[src/rtl/cdb_arbiter_pkg.sv]
// Shared constants for the CDB writeback arbiter slice.
// TOPC_NONE marks "no redirect" (pc+4) and is also the value the ROB expects.
package cdb_arbiter_pkg;
    localparam int          ROB_SIZE_LOG_DEF = 4;
    localparam int          SRC_W            = 2;
    localparam logic [31:0] TOPC_NONE        = 32'hFFFF_FFFF;

    function automatic logic [SRC_W-1:0] rr_next(input logic [SRC_W-1:0] idx, input int n);
        int nx;
        nx = int'(idx) + 1;
        if (nx >= n) nx = 0;
        return SRC_W'(nx);
    endfunction
endpackage

[src/rtl/cdb_fifo.sv]
// Per-producer result queue; push/pop gated by rdy, full and empty.
// Data storage is not reset, only the pointers and the occupancy count.
module cdb_fifo #(
    parameter int W     = 68,
    parameter int DEPTH = 2
) (
    input  logic         clk,
    input  logic         rst,
    input  logic         rdy,
    input  logic         push,
    input  logic [W-1:0] din,
    input  logic         pop,
    output logic [W-1:0] dout,
    output logic         empty,
    output logic         full
);
    localparam int AW = (DEPTH > 1) ? $clog2(DEPTH) : 1;
    localparam int CW = $clog2(DEPTH) + 1;

    logic [W-1:0]  mem [DEPTH];
    logic [AW-1:0] rd_ptr, wr_ptr;
    logic [CW-1:0] count;
    logic          do_push, do_pop;

    assign empty   = (count == '0);
    assign full    = (count == CW'(DEPTH));
    assign do_push = rdy && push && !full;
    assign do_pop  = rdy && pop && !empty;
    assign dout    = mem[rd_ptr];

    always_ff @(posedge clk) begin
        if (do_push) mem[wr_ptr] <= din;
    end

    always_ff @(posedge clk) begin
        if (rst) begin
            rd_ptr <= '0;
            wr_ptr <= '0;
            count  <= '0;
        end else begin
            if (do_push) wr_ptr <= wr_ptr + 1'b1;
            if (do_pop)  rd_ptr <= rd_ptr + 1'b1;
            count <= count + CW'(do_push) - CW'(do_pop);
        end
    end
endmodule

[src/rtl/cdb_arbiter.sv]
// Round-robin arbiter sharing the registered CDB broadcast lane among N_REQ
// producers, each buffered by a private cdb_fifo. Flush behaves exactly like rst.
module cdb_arbiter
    import cdb_arbiter_pkg::*;
#(
    parameter int N_REQ        = 3,
    parameter int QDEPTH       = 2,
    parameter int ROB_SIZE_LOG = ROB_SIZE_LOG_DEF
) (
    input  logic                        clk,
    input  logic                        rst,
    input  logic                        rdy,
    input  logic                        flush,
    input  logic [N_REQ-1:0]            req_valid,
    output logic [N_REQ-1:0]            req_ready,
    input  logic [N_REQ*ROB_SIZE_LOG-1:0] req_robid,
    input  logic [N_REQ*32-1:0]         req_value,
    input  logic [N_REQ*32-1:0]         req_topc,
    output logic                        cdb_valid,
    output logic [ROB_SIZE_LOG-1:0]     cdb_robid,
    output logic [31:0]                 cdb_value,
    output logic [31:0]                 cdb_topc,
    output logic [SRC_W-1:0]            cdb_src
);
    localparam int RW = ROB_SIZE_LOG;
    localparam int EW = RW + 64;

    logic                       clr;
    logic [N_REQ-1:0][EW-1:0]   head;
    logic [N_REQ-1:0]           empty, full, gnt_oh;
    logic [SRC_W-1:0]           rr_ptr, gnt_idx;
    logic                       gnt_any;
    logic [EW-1:0]              win;
    int                         pos;

    assign clr       = rst | flush;
    assign req_ready = ~full;

    for (genvar g = 0; g < N_REQ; g++) begin : g_q
        cdb_fifo #(.W(EW), .DEPTH(QDEPTH)) u_fifo (
            .clk   (clk),
            .rst   (clr),
            .rdy   (rdy),
            .push  (req_valid[g]),
            .din   ({req_robid[g*RW +: RW], req_value[g*32 +: 32], req_topc[g*32 +: 32]}),
            .pop   (gnt_oh[g]),
            .dout  (head[g]),
            .empty (empty[g]),
            .full  (full[g])
        );
    end

    // Rotating priority: first non-empty queue starting at rr_ptr wins.
    always_comb begin
        gnt_any = 1'b0;
        gnt_idx = '0;
        gnt_oh  = '0;
        win     = '0;
        pos     = 0;
        for (int k = 0; k < N_REQ; k++) begin
            pos = int'(rr_ptr) + k;
            if (pos >= N_REQ) pos = pos - N_REQ;
            for (int i = 0; i < N_REQ; i++) begin
                if (!gnt_any && i == pos && !empty[i]) begin
                    gnt_any   = 1'b1;
                    gnt_idx   = SRC_W'(i);
                    gnt_oh[i] = 1'b1;
                end
            end
        end
        for (int i = 0; i < N_REQ; i++)
            win = win | (head[i] & {EW{gnt_oh[i]}});
    end

    always_ff @(posedge clk) begin
        if (clr) begin
            rr_ptr    <= '0;
            cdb_valid <= 1'b0;
            cdb_robid <= '0;
            cdb_value <= '0;
            cdb_topc  <= TOPC_NONE;
            cdb_src   <= '0;
        end else if (rdy) begin
            if (gnt_any) begin
                cdb_valid                        <= 1'b1;
                {cdb_robid, cdb_value, cdb_topc} <= win;
                cdb_src                          <= gnt_idx;
                rr_ptr                           <= rr_next(gnt_idx, N_REQ);
            end else begin
                cdb_valid <= 1'b0;
            end
        end
    end
endmodule
[config.mk]
export PLATFORM = sky130hd
export DESIGN_NAME = cdb_arbiter
export DESIGN_NICKNAME = d
export VERILOG_FILES = /design/src/rtl/cdb_arbiter_pkg.sv /design/src/rtl/cdb_fifo.sv /design/src/rtl/cdb_arbiter.sv
export SDC_FILE = /design/constraint.sdc
export NUM_CORES = 1
export LEC_CHECK = 0
export ABC_AREA = 1
export BUFFER_PORTS_ARGS = -buffer_cell sky130_fd_sc_hd__buf_4
export CAP_MARGIN = 40
export CORE_AREA = 2 2 192 194
export CTS_BUF_LIST = sky130_fd_sc_hd__clkbuf_4
export CTS_CLUSTER_SIZE = 40
export DETAILED_ROUTE_END_ITERATION = 8
export DIE_AREA = 0 0 194 196
export PLACE_DENSITY_LB_ADDON = 0.12
export SKIP_LAST_GASP = 1
export SLEW_MARGIN = 10
export SYNTH_ARGS = -nofsm -noshare
export SYNTH_HDL_FRONTEND = slang
export SYNTH_SLANG_ARGS = --single-unit
[constraint.sdc]
create_clock -name clk -period 11.3 [get_ports clk]
set_input_delay 1.13 -clock clk [delete_from_list [all_inputs] [get_ports clk]]
set_output_delay 1.13 -clock clk [all_outputs]
set_load 0.05 [all_outputs]
# [After elaboration in Yosys (flattened, before gate mapping)]
# Memory sizes are Yosys's and may differ from the RTL's. A register that Yosys moved wholly into a read port is not among the register bits.
# Index checks and enable logic that the tools add are counted.
[classes] order_cmp=4 bitwise_logic=7 n_addsub=18 reduce_logical=50 eq_ne=9 mux=42
[ops] op="$and A68 B68 Y68" count=3
[ops] op="$or A68 B68 Y68" count=2
[ops] op="$eq A2 B32 Y1 const A" count=3
[ops] op="$eq A3 B32 Y1 const A" count=3
[ops] op="$logic_not A32 Y1" count=3
[ops] op="$mux W32" count=3
[ops] op="$mux W1" count=31
[ops] op="$logic_and A1 B1 Y1" count=29
[ops] op="$mux W2" count=8
[ops] op="$logic_not A1 Y1" count=14
[ops] op="$ge A3 B2 Y1 const B" count=3
[ops] op="$sub A3 B2 Y4 const B" count=2
[ops] op="$add A1 B1 Y1 const B" count=6
[ops] op="$add A2 B1 Y2" count=3
[ops] op="$add A2 B1 Y3 const B" count=2
[ops] op="$eq A2 B2 Y1 const B" count=3
[ops] op="$logic_not A2 Y1" count=3
[ops] op="$sub A2 B1 Y2" count=3
[ops] op="$add A2 B2 Y3 const B" count=1
[ops] op="$not A3 Y3" count=1
[ops] op="$sub A2 B2 Y3 const B" count=1
[ops] op="$ge A2 B2 Y1 const B" count=1
[ops] op="$reduce_and A2 Y1" count=1
[ops] op="$or A1 B1 Y1" count=1
[totals] ff_bits=85 mem_count=3 output_inout_bits=74 elab_cells=148 inputBits=211 mem_bits_rw=408
[memory_table] name="g_q[0].u_fifo.mem" depth=2 word_bits=68 read_ports=1 rd_clocked_by_memory_dff=1 write_ports=1 line="cdb_fifo.sv:20" source="logic [W-1:0] mem [DEPTH];"
[memory_table] name="g_q[1].u_fifo.mem" depth=2 word_bits=68 read_ports=1 rd_clocked_by_memory_dff=1 write_ports=1 line="cdb_fifo.sv:20"
[memory_table] name="g_q[2].u_fifo.mem" depth=2 word_bits=68 read_ports=1 rd_clocked_by_memory_dff=1 write_ports=1 line="cdb_fifo.sv:20"

# [Longest topological paths before layout]
# Gate-level depths: netlist of run 1.
[logic_depth] word_depth=41 mapped_depth=16 depth_no_buf=15

# [Cells and area by module]
# From an unflattened synthesis of run 1, not the netlist that was laid out.
[hier_totals] hier_cells=1499 area_unflattened_um2=20345.8
[by_module_without_submodules] mod="cdb_fifo" seq_area_each_um2=4184.0 area_each_um2=5260.0 cells_per_inst=254 n_inst=3
[by_module_without_submodules] mod="cdb_arbiter" seq_area_each_um2=1461.4 area_each_um2=4565.6 cells_per_inst=737 n_inst=1

# [Worst setup path before layout of run 1]
# OpenSTA, ideal clock, no wires.
[synth_path] path_kind="input-to-reg" start="input rdy" end="memory g_q[0].u_fifo.mem[1][0], enable pin" arrival_ps=4452 path_stages=3 path_buffers=1 slack_ps=6352 setup_time_ps=496 t_required_ps=10804 cell_sequence="clkbuf_1 > nand3_1 > nor2_1"
[synth_between] elab_chain_len=4
[synth_lines] element="from (decl)" line="cdb_arbiter.sv:12" source="input logic rdy,"
[synth_lines] element="$logic_and A1 B1 Y1 (2 in a row)" line="cdb_fifo.sv:27" source="assign do_push = rdy && push && !full;"
[synth_lines] element="$mux W1" line="cdb_fifo.sv:32" source="if (do_push) mem[wr_ptr] <= din;"
[synth_lines] element="$mux W1 (implied by the code)" line="cdb_fifo.sv:32"
[synth_lines] element="to (decl)" line="cdb_fifo.sv:20"
# Every way passes these cells.

# [Final worst setup path of run 1]
[layout_path] start="register rr_ptr[0]" end="register g_q[1].u_fifo.count[1]"
[layout_between] elab_chain_len=36 elab_cells_between_ends=54 cone_classes="6 x add/sub; 3 x order compare; 5 x eq/ne; 13 x mux; 27 x reduce/logical"
[layout_lines] element="from (decl)" line="cdb_arbiter.sv:31" source="logic [SRC_W-1:0] rr_ptr, gnt_idx;"
[layout_lines] element="from (signal assigned)" line="cdb_arbiter.sv:88" source="rr_ptr <= rr_next(gnt_idx, N_REQ);"
[layout_lines] element="$sub A2 B2 Y3 / $ge A2 B2 Y1 (equally long branches)" line="cdb_arbiter.sv:62" source="if (pos >= N_REQ) pos = pos - N_REQ;"
[layout_lines] element="$mux W32" line="cdb_arbiter.sv:62"
[layout_lines] element="$logic_not A32 Y1" line="cdb_arbiter.sv:64" source="if (!gnt_any && i == pos && !empty[i]) begin"
[layout_lines] element="$logic_and A1 B1 Y1" line="cdb_arbiter.sv:64"
[layout_lines] element="$mux W1" line="cdb_arbiter.sv:64"
[layout_lines] element="$logic_not A1 Y1" line="cdb_arbiter.sv:64"
[layout_lines] element="$logic_and A1 B1 Y1 (2 in a row)" line="cdb_arbiter.sv:64"
[layout_lines] element="$mux W1" line="cdb_arbiter.sv:64"
[layout_lines] element="[... 17 more ...]"
[layout_lines] element="$logic_and A1 B1 Y1 (2 in a row)" line="cdb_arbiter.sv:64"
[layout_lines] element="$mux W1" line="cdb_arbiter.sv:64"
[layout_lines] element="$logic_not A1 Y1" line="cdb_arbiter.sv:64"
[layout_lines] element="$logic_and A1 B1 Y1 (2 in a row)" line="cdb_arbiter.sv:64"
[layout_lines] element="$mux W1 (*)" line="cdb_arbiter.sv:64"
[layout_lines] element="$logic_and A1 B1 Y1 (*) (2 in a row)" line="cdb_fifo.sv:28" source="assign do_pop = rdy && pop && !empty;"
[layout_lines] element="net g_q[1].u_fifo.do_pop" line="cdb_fifo.sv:23" source="logic do_push, do_pop;"
[layout_lines] element="$sub A2 B1 Y2 (*)" line="cdb_fifo.sv:43" source="count <= count + CW'(do_push) - CW'(do_pop);"
[layout_lines] element="to (signal assigned)" line="cdb_fifo.sv:43"
[layout_lines] element="to (decl)" line="cdb_fifo.sv:22" source="logic [CW-1:0] count;"
# Mark *: on every way through the listed nets, which the timed path passes. The rest lies on a longest branch.
# A chain may end at the register's enable or synchronous reset.

==> results of run 1 <==
## report_power, final
| group | leakage [nW] | switching [mW] | total, mW | internal (mW) |
|---|---|---|---|---|
| clock network | 0.944 | 0.690 | 1.45 | 0.760 |
| registers | 4.46 | 0.0223 | 2.06 | 2.04 |
| logic | 3.60 | 0.225 | 0.360 | 0.135 |
| total | 9.00 | 0.938 | 3.87 | 2.93 |
## area by class of cell
type,instances,area [sq um],share of cell area
timing repair buffer,303,2400,0.100
inverter,108,407,0.0170
clock inverter,46,206,0.00864
sequential,496,14000,0.587
antenna,2,5.00,0.000209
tap,468,586,0.0245
multi-input combinational,784,4910,0.205
clock buffer,182,1370,0.0572
## layer usage
layer | part of all wire | vias up | wire [um]
met5 | 0.00024 | - | 11
met4 | 0.021 | 2 | 957
met3 | 0.074 | 56 | 3430
met2 | 0.49 | 453 | 22900
met1 | 0.41 | 6059 | 19100
li1 | - | 5959 | -
## sequential cells by signal, summed over array words and instances, names as in the netlist, named ones only
name               flops
g_q.u_fifo.mem       408
cdb_src                2
cdb_robid              4
cdb_topc              32
g_q.u_fifo.rd_ptr      3
g_q.u_fifo.count       6
g_q.u_fifo.wr_ptr      3
rr_ptr                 2
cdb_value             32
cdb_valid              1
## worst max-delay path: stages (launching register included)
cell	delay, ns
dfxtp_1	0.38
inv_1	0.08
ha_1	0.33
o21ai_0	0.12
nand3_1	0.11
nor2_1	0.21
a21boi_1	0.16
nand2_4	0.34
buf_16	0.30
nand2_1	0.10
inv_1	0.09
ha_1	0.23
inv_1	0.06
ha_1	0.15
xor2_1	0.18
o21ai_0	0.09
a21oi_1	0.14
## cells in the final DEF (no fill, tap or decap)
cell type  count
edfxtp_1     408
buf_4        295
nand2_1      254
clkbuf_4     182
a21oi_1      178
mux2_2       136
inv_1        102
dfxtp_1       85
mux2i_1       68
nor2_1        60
nand3_1       42
clkinv_1      36
ha_1          10
o21ai_0        8
inv_2          8
clkinv_2       7
nor2_4         6
nand4_1        5
buf_12         5
xor2_1         3
nor3_1         3
nand2_4        3
dfxtp_4        3
buf_16         3
diode_2        2
o21ai_1        2
nor2_2         2
o21ai_2        1
a21boi_1       1
nand4_4        1
a31oi_4        1
bufinv_16      1
## worst paths after layout
| kind | from | end | slack (ns) | depth (start not counted) |
|---|---|---|---|---|
| setup / recovery | rr_ptr[0] | g_q[1].u_fifo.count[1] | 8.14 | 16 |
| setup reg to reg | rr_ptr[0] | g_q[1].u_fifo.count[1] | 8.14 | 16 |
| hold reg to reg | cdb_valid | cdb_valid | 0.47 | 2 |
| hold / removal | cdb_valid | cdb_valid | 0.47 | 2 |
## through the flow
step	utilization	power (mW)	hold WS, ns	area [sq um]
5_1_grt	0.662	4.04	0.435	23900
3_5_place_dp	0.619	2.46	0.455	22300
4_1_cts	0.662	3.91	0.415	23900
3_3_place_gp	0.614	2.45	0.453	22100
2_1_floorplan	-	2.31	0.443	19600
6_report	0.662	3.87	0.468	23900
## cell families after synthesis
group                      synth area share
DFF                                   0.715
and+or+nand+nor                      0.0766
muxes                                 0.113
AOI/OAI and AO/OA                    0.0495
buffers and inverters                0.0388
adders and majority gates           0.00638
xor gates and xnor gates            0.00134
==> flow_summary.json, run 1 <==
{
  "h-tree-depth": 3,
  "rows": 70,
  "postRouteAntennaNets": 0,
  "num_vias": 12500,
  "grt_pass1_wl_um": 70300,
  "drt-initial-drc-count": 762,
  "grt_use_met1": 0.303,
  "wl_per_cell_um": 19.5,
  "grt_max_degree": 69,
  "holdCritPathClass": "reg -> reg",
  "min_period_ns": 3.16,
  "dp_slack_ns": 7.90,
  "root_buffer": "clkbuf_4",
  "track_usage": 0.244,
  "clock.fmax_mhz": 316,
  "synth_top_area_frac": 0.625,
  "synth_cell_types": 28,
  "viasPerCell": 5.24,
  "post_cts_buffers": 0,
  "grt_pass1_vias": 12800,
  "overflow": 0,
  "outcome": "finished clean",
  "die_h_um": 196,
  "maxSlewViolCount": 0,
  "leakage_nw": 9.00,
  "tns_ns": 0,
  "ir_drop_mv": 0.111,
  "synthesis.instances": 1463,
  "path_clk_slew_ns": 0.06,
  "period_share": 0.280,
  "nFillCells": 2719,
  "yosys_register_bits": 496,
  "cts_hold_buf": 0,
  "dieWidth_um": 194,
  "finalSetupViolCount": 0,
  "cts.sinks": 496,
  "path_class": "reg -> reg",
  "dp_hpwl_um": 29700,
  "cts_tree": "yes",
  "synth-seq-area-share": 0.715,
  "ys_top_cells_by_area": "edfxtp_1 62%, dfxtp_1 9.0%, mux2_2 7.8%, nand2_1 4.9%, a21oi_1 4.5%",
  "grt_use_met3": 0.0665,
  "yosysTopAreaCell": "edfxtp_1",
  "synth_flop_cell": "edfxtp_1",
  "maxCapViolCount": 0,
  "numCtsBuffers": 120,
  "drive_gt1_frac": 0.341,
  "skew_ns": 0.0392,
  "syn_nets": 1684,
  "crit_required_ns": 12.03,
  "final_cells": 2389,
  "finalHoldViolations": 0,
  "ys_top_cells_by_count": "408 x edfxtp_1, 254 x nand2_1, 178 x a21oi_1",
  "power_density_nw_per_um2": 162,
  "ys_async_sr_fraction": 0,
  "insertion_delay_ns": 0.82,
  "ctsLongestPathBuffers": 3,
  "relSlewSlack": 0.395,
  "yosysMostFrequentCell": "edfxtp_1",
  "critPathMaxFanout": 45,
  "drc": 0,
  "synth_area_sq_um": 19600,
  "initial_utilization": 0.543,
  "core_sq_um": 36100,
  "fin_nets": 2034,
  "busiest_layer": "met2",
  "port-buffer-count": 284,
  "synth_area_per_cell_sq_um": 13.4,
  "rsz0062_at_grt": "false",
  "gp_congestion": 0.827,
  "endpoint_kind": "register",
  "placed_cells": 2159,
  "syn_to_final_growth_pct": 21.9,
  "startpoint_type": "register",
  "cp.arrival_ns": 3.89,
  "worstMarginPinSlew_ns": 0.908,
  "use_met2": 0.409,
  "ys_warn_count": 0,
  "grt_antenna_before_repair": 3,
  "wl_um": 46500,
  "cts-resized-gates": 0,
  "synth_edf_count": 408,
  "dieArea_sq_um": 38000,
  "final.setup.worst_slack_ns": 8.14,
  "ios": 285,
  "drt_first_pass_iters": 5
}
Power figures use the tool's default switching activity.
==> inputs of run 2 (changes only) <==
==> constraint.sdc (replaced) <==
create_clock -name clk -period 3.1 [get_ports clk]
set_input_delay 0.31 -clock clk [delete_from_list [all_inputs] [get_ports clk]]
set_output_delay 0.31 -clock clk [all_outputs]
set_load 0.05 [all_outputs]
==> run 2 against run 1 <==
Effect of this change:
- final area up 9.6%
- highest routed layer is now met4
- fmax up 18%
- largest power group unchanged
- cell count up 9.5%
==> flow_summary.json, run 2 (same netlist as run 1, synthesis figures left out) <==
{
  "holdCritPathClass": "in -> reg",
  "nFillCells": 2415,
  "power_density_nw_per_um2": 564,
  "reg2reg_depth": 15,
  "drt_first_pass_iters": 5,
  "cp-startpoint": "rr_ptr[0]",
  "ios": 285,
  "track_usage": 0.263,
  "drt-initial-drc-count": 728,
  "overflow": 0,
  "rsz0062_at_grt": "false",
  "period_share": 0.863,
  "worstMarginPinSlew_ns": 0.849,
  "dieArea_sq_um": 38000,
  "rows": 70,
  "final_common_cell": "edfxtp_1",
  "rrSetupSlack_ns": 0.43,
  "hold_path.startpoint": "req_valid[1]",
  "cts.sinks": 496,
  "top_regs": "g_q.u_fifo.mem (408), cdb_topc (32), cdb_value (32)",
  "insertion_delay_ns": 0.79,
  "relSlewSlack": 0.434,
  "die_h_um": 196,
  "final.setup.worst_slack_ns": 0.426,
  "cts-resized-gates": 0,
  "grt_pass1_wl_um": 76600,
  "path_clk_slew_ns": 0.06,
  "postLayoutCellArea_sq_um": 26200,
  "dieWidth_um": 194,
  "fin_nets": 2259,
  "dpl_cell_area_sq_um": 22400,
  "grt_max_degree": 109,
  "endpoint_kind": "register",
  "r2r_start": "rr_ptr[0]",
  "numCtsBuffers": 130,
  "dp_slack_ns": 0.485,
  "initial_utilization": 0.543,
  "cts_hold_buf": 207,
  "post_cts_buffers": 0,
  "drc": 0,
  "core_sq_um": 36100,
  "finalSetupViolCount": 0,
  "num_vias": 13600,
  "wl_um": 49700,
  "finalHoldViolations": 0,
  "min_period_ns": 2.67,
  "ctsLongestPathBuffers": 3,
  "whs_path_depth": 5,
  "h-tree-depth": 4,
  "p_total_mw": 14.8,
  "grt_pass1_vias": 14400,
  "hold_path_end": "g_q[1].u_fifo.wr_ptr",
  "maxSlewViolCount": 0,
  "port-buffer-count": 284,
  "maxCapViolCount": 0,
  "gp_congestion": 0.809,
  "clock.fmax_mhz": 374,
  "skew_ns": 0.0337,
  "viasPerCell": 5.22,
  "wl_per_cell_um": 19.0,
  "startpoint_type": "register",
  "crit_required_ns": 3.79,
  "ir_drop_mv": 0.343,
  "root_buffer": "clkbuf_4",
  "grt_antenna_before_repair": 6,
  "largest_reg_flops": 408,
  "critPathMaxFanout": 4,
  "postRouteAntennaNets": 0,
  "outcome": "finished clean",
  "cp.arrival_ns": 3.37,
  "path_class": "reg -> reg",
  "reg2reg_to": "g_q[2].u_fifo.count[1]",
  "drive_gt1_frac": 0.322,
  "syn_to_final_growth_pct": 33.7,
  "regMostFlops": "g_q.u_fifo.mem",
  "dp_hpwl_um": 27900,
  "cts_tree": "yes",
  "final_cell_mix": "408 x edfxtp_1, 300 x buf_4, 254 x nand2_1, 215 x clkbuf_4, 207 x dlygate4sd3_1",
  "leakage_nw": 10.0
}
==> run 2: cell count changes in the layout (fill, tap and decap cells not counted), sizes merged <==
cell	delta
diode	+4
buf	+8
clkbuf	+33
dlygate4sd3	+207
clkinv	-25
==> run 2: how the worst max path moves through the flow <==
stage / slack, ns / cells after the start / endpoint
2_1_floorplan: -0.16 / 4 / g_q[2].u_fifo.mem[1][0]
3_3_place_gp: 0.56 / 15 / g_q[2].u_fifo.count[1]
3_5_place_dp: 0.48 / 15 / g_q[2].u_fifo.count[1]
4_1_cts: 0.47 / 15 / g_q[2].u_fifo.count[1]
5_1_grt: 0.09 / 15 / g_q[2].u_fifo.count[1]
6_report: 0.43 / 15 / g_q[2].u_fifo.count[1]
==> run 2: where the power goes <==
part / internal [mW] / total (mW) / switching [mW]
logic: 0.674 / 1.55 / 0.875
registers: 7.43 / 7.52 / 0.0803
clock network: 3.20 / 5.71 / 2.51
==> run 2: stage by stage <==
step	cells	TNS (ns)	hold slack (ns)	utilization
3_3_place_gp	2167	0	0.449	0.621
5_1_grt	2615	0	0.119	0.726
6_report	2616	0	0.148	0.726
3_5_place_dp	2167	0	0.459	0.621
4_1_cts	2610	0	0.0701	0.726
2_1_floorplan	1463	-37.90	0.409	-
==> run 2: worst max-delay path, cell delays in order, from the launching register on <==
cell     delay, ns
dfxtp_1       0.37
inv_1         0.08
ha_1          0.33
inv_1         0.09
nor2_1        0.08
nor2_1        0.11
nand4_1       0.12
nor2_2        0.15
nand4_1       0.17
a21oi_1       0.25
ha_1          0.26
inv_1         0.06
ha_1          0.14
xor2_1        0.18
o21ai_0       0.09
a21oi_1       0.12
==> run 2: layout make-up <==
type                            count  area (sq um)  share of cell area
Sequential cell                   496         14000               0.535
Antenna cell                        6          15.0            0.000573
Clock buffer                      215          1610              0.0616
Multi-Input combinational cell    784          4910               0.187
Timing Repair Buffer              518          4540               0.173
Inverter                          108           407              0.0155
Clock inverter                     21           106             0.00406
Tap cell                          468           586              0.0223
==> run 2: layer usage <==
layer	up-vias	global-route usage	part of all wire
li1	6418	-	-
met1	6626	0.320	0.40
met2	520	0.456	0.51
met3	83	0.0627	0.068
met4	0	0.104	0.025
met5	-	0	0
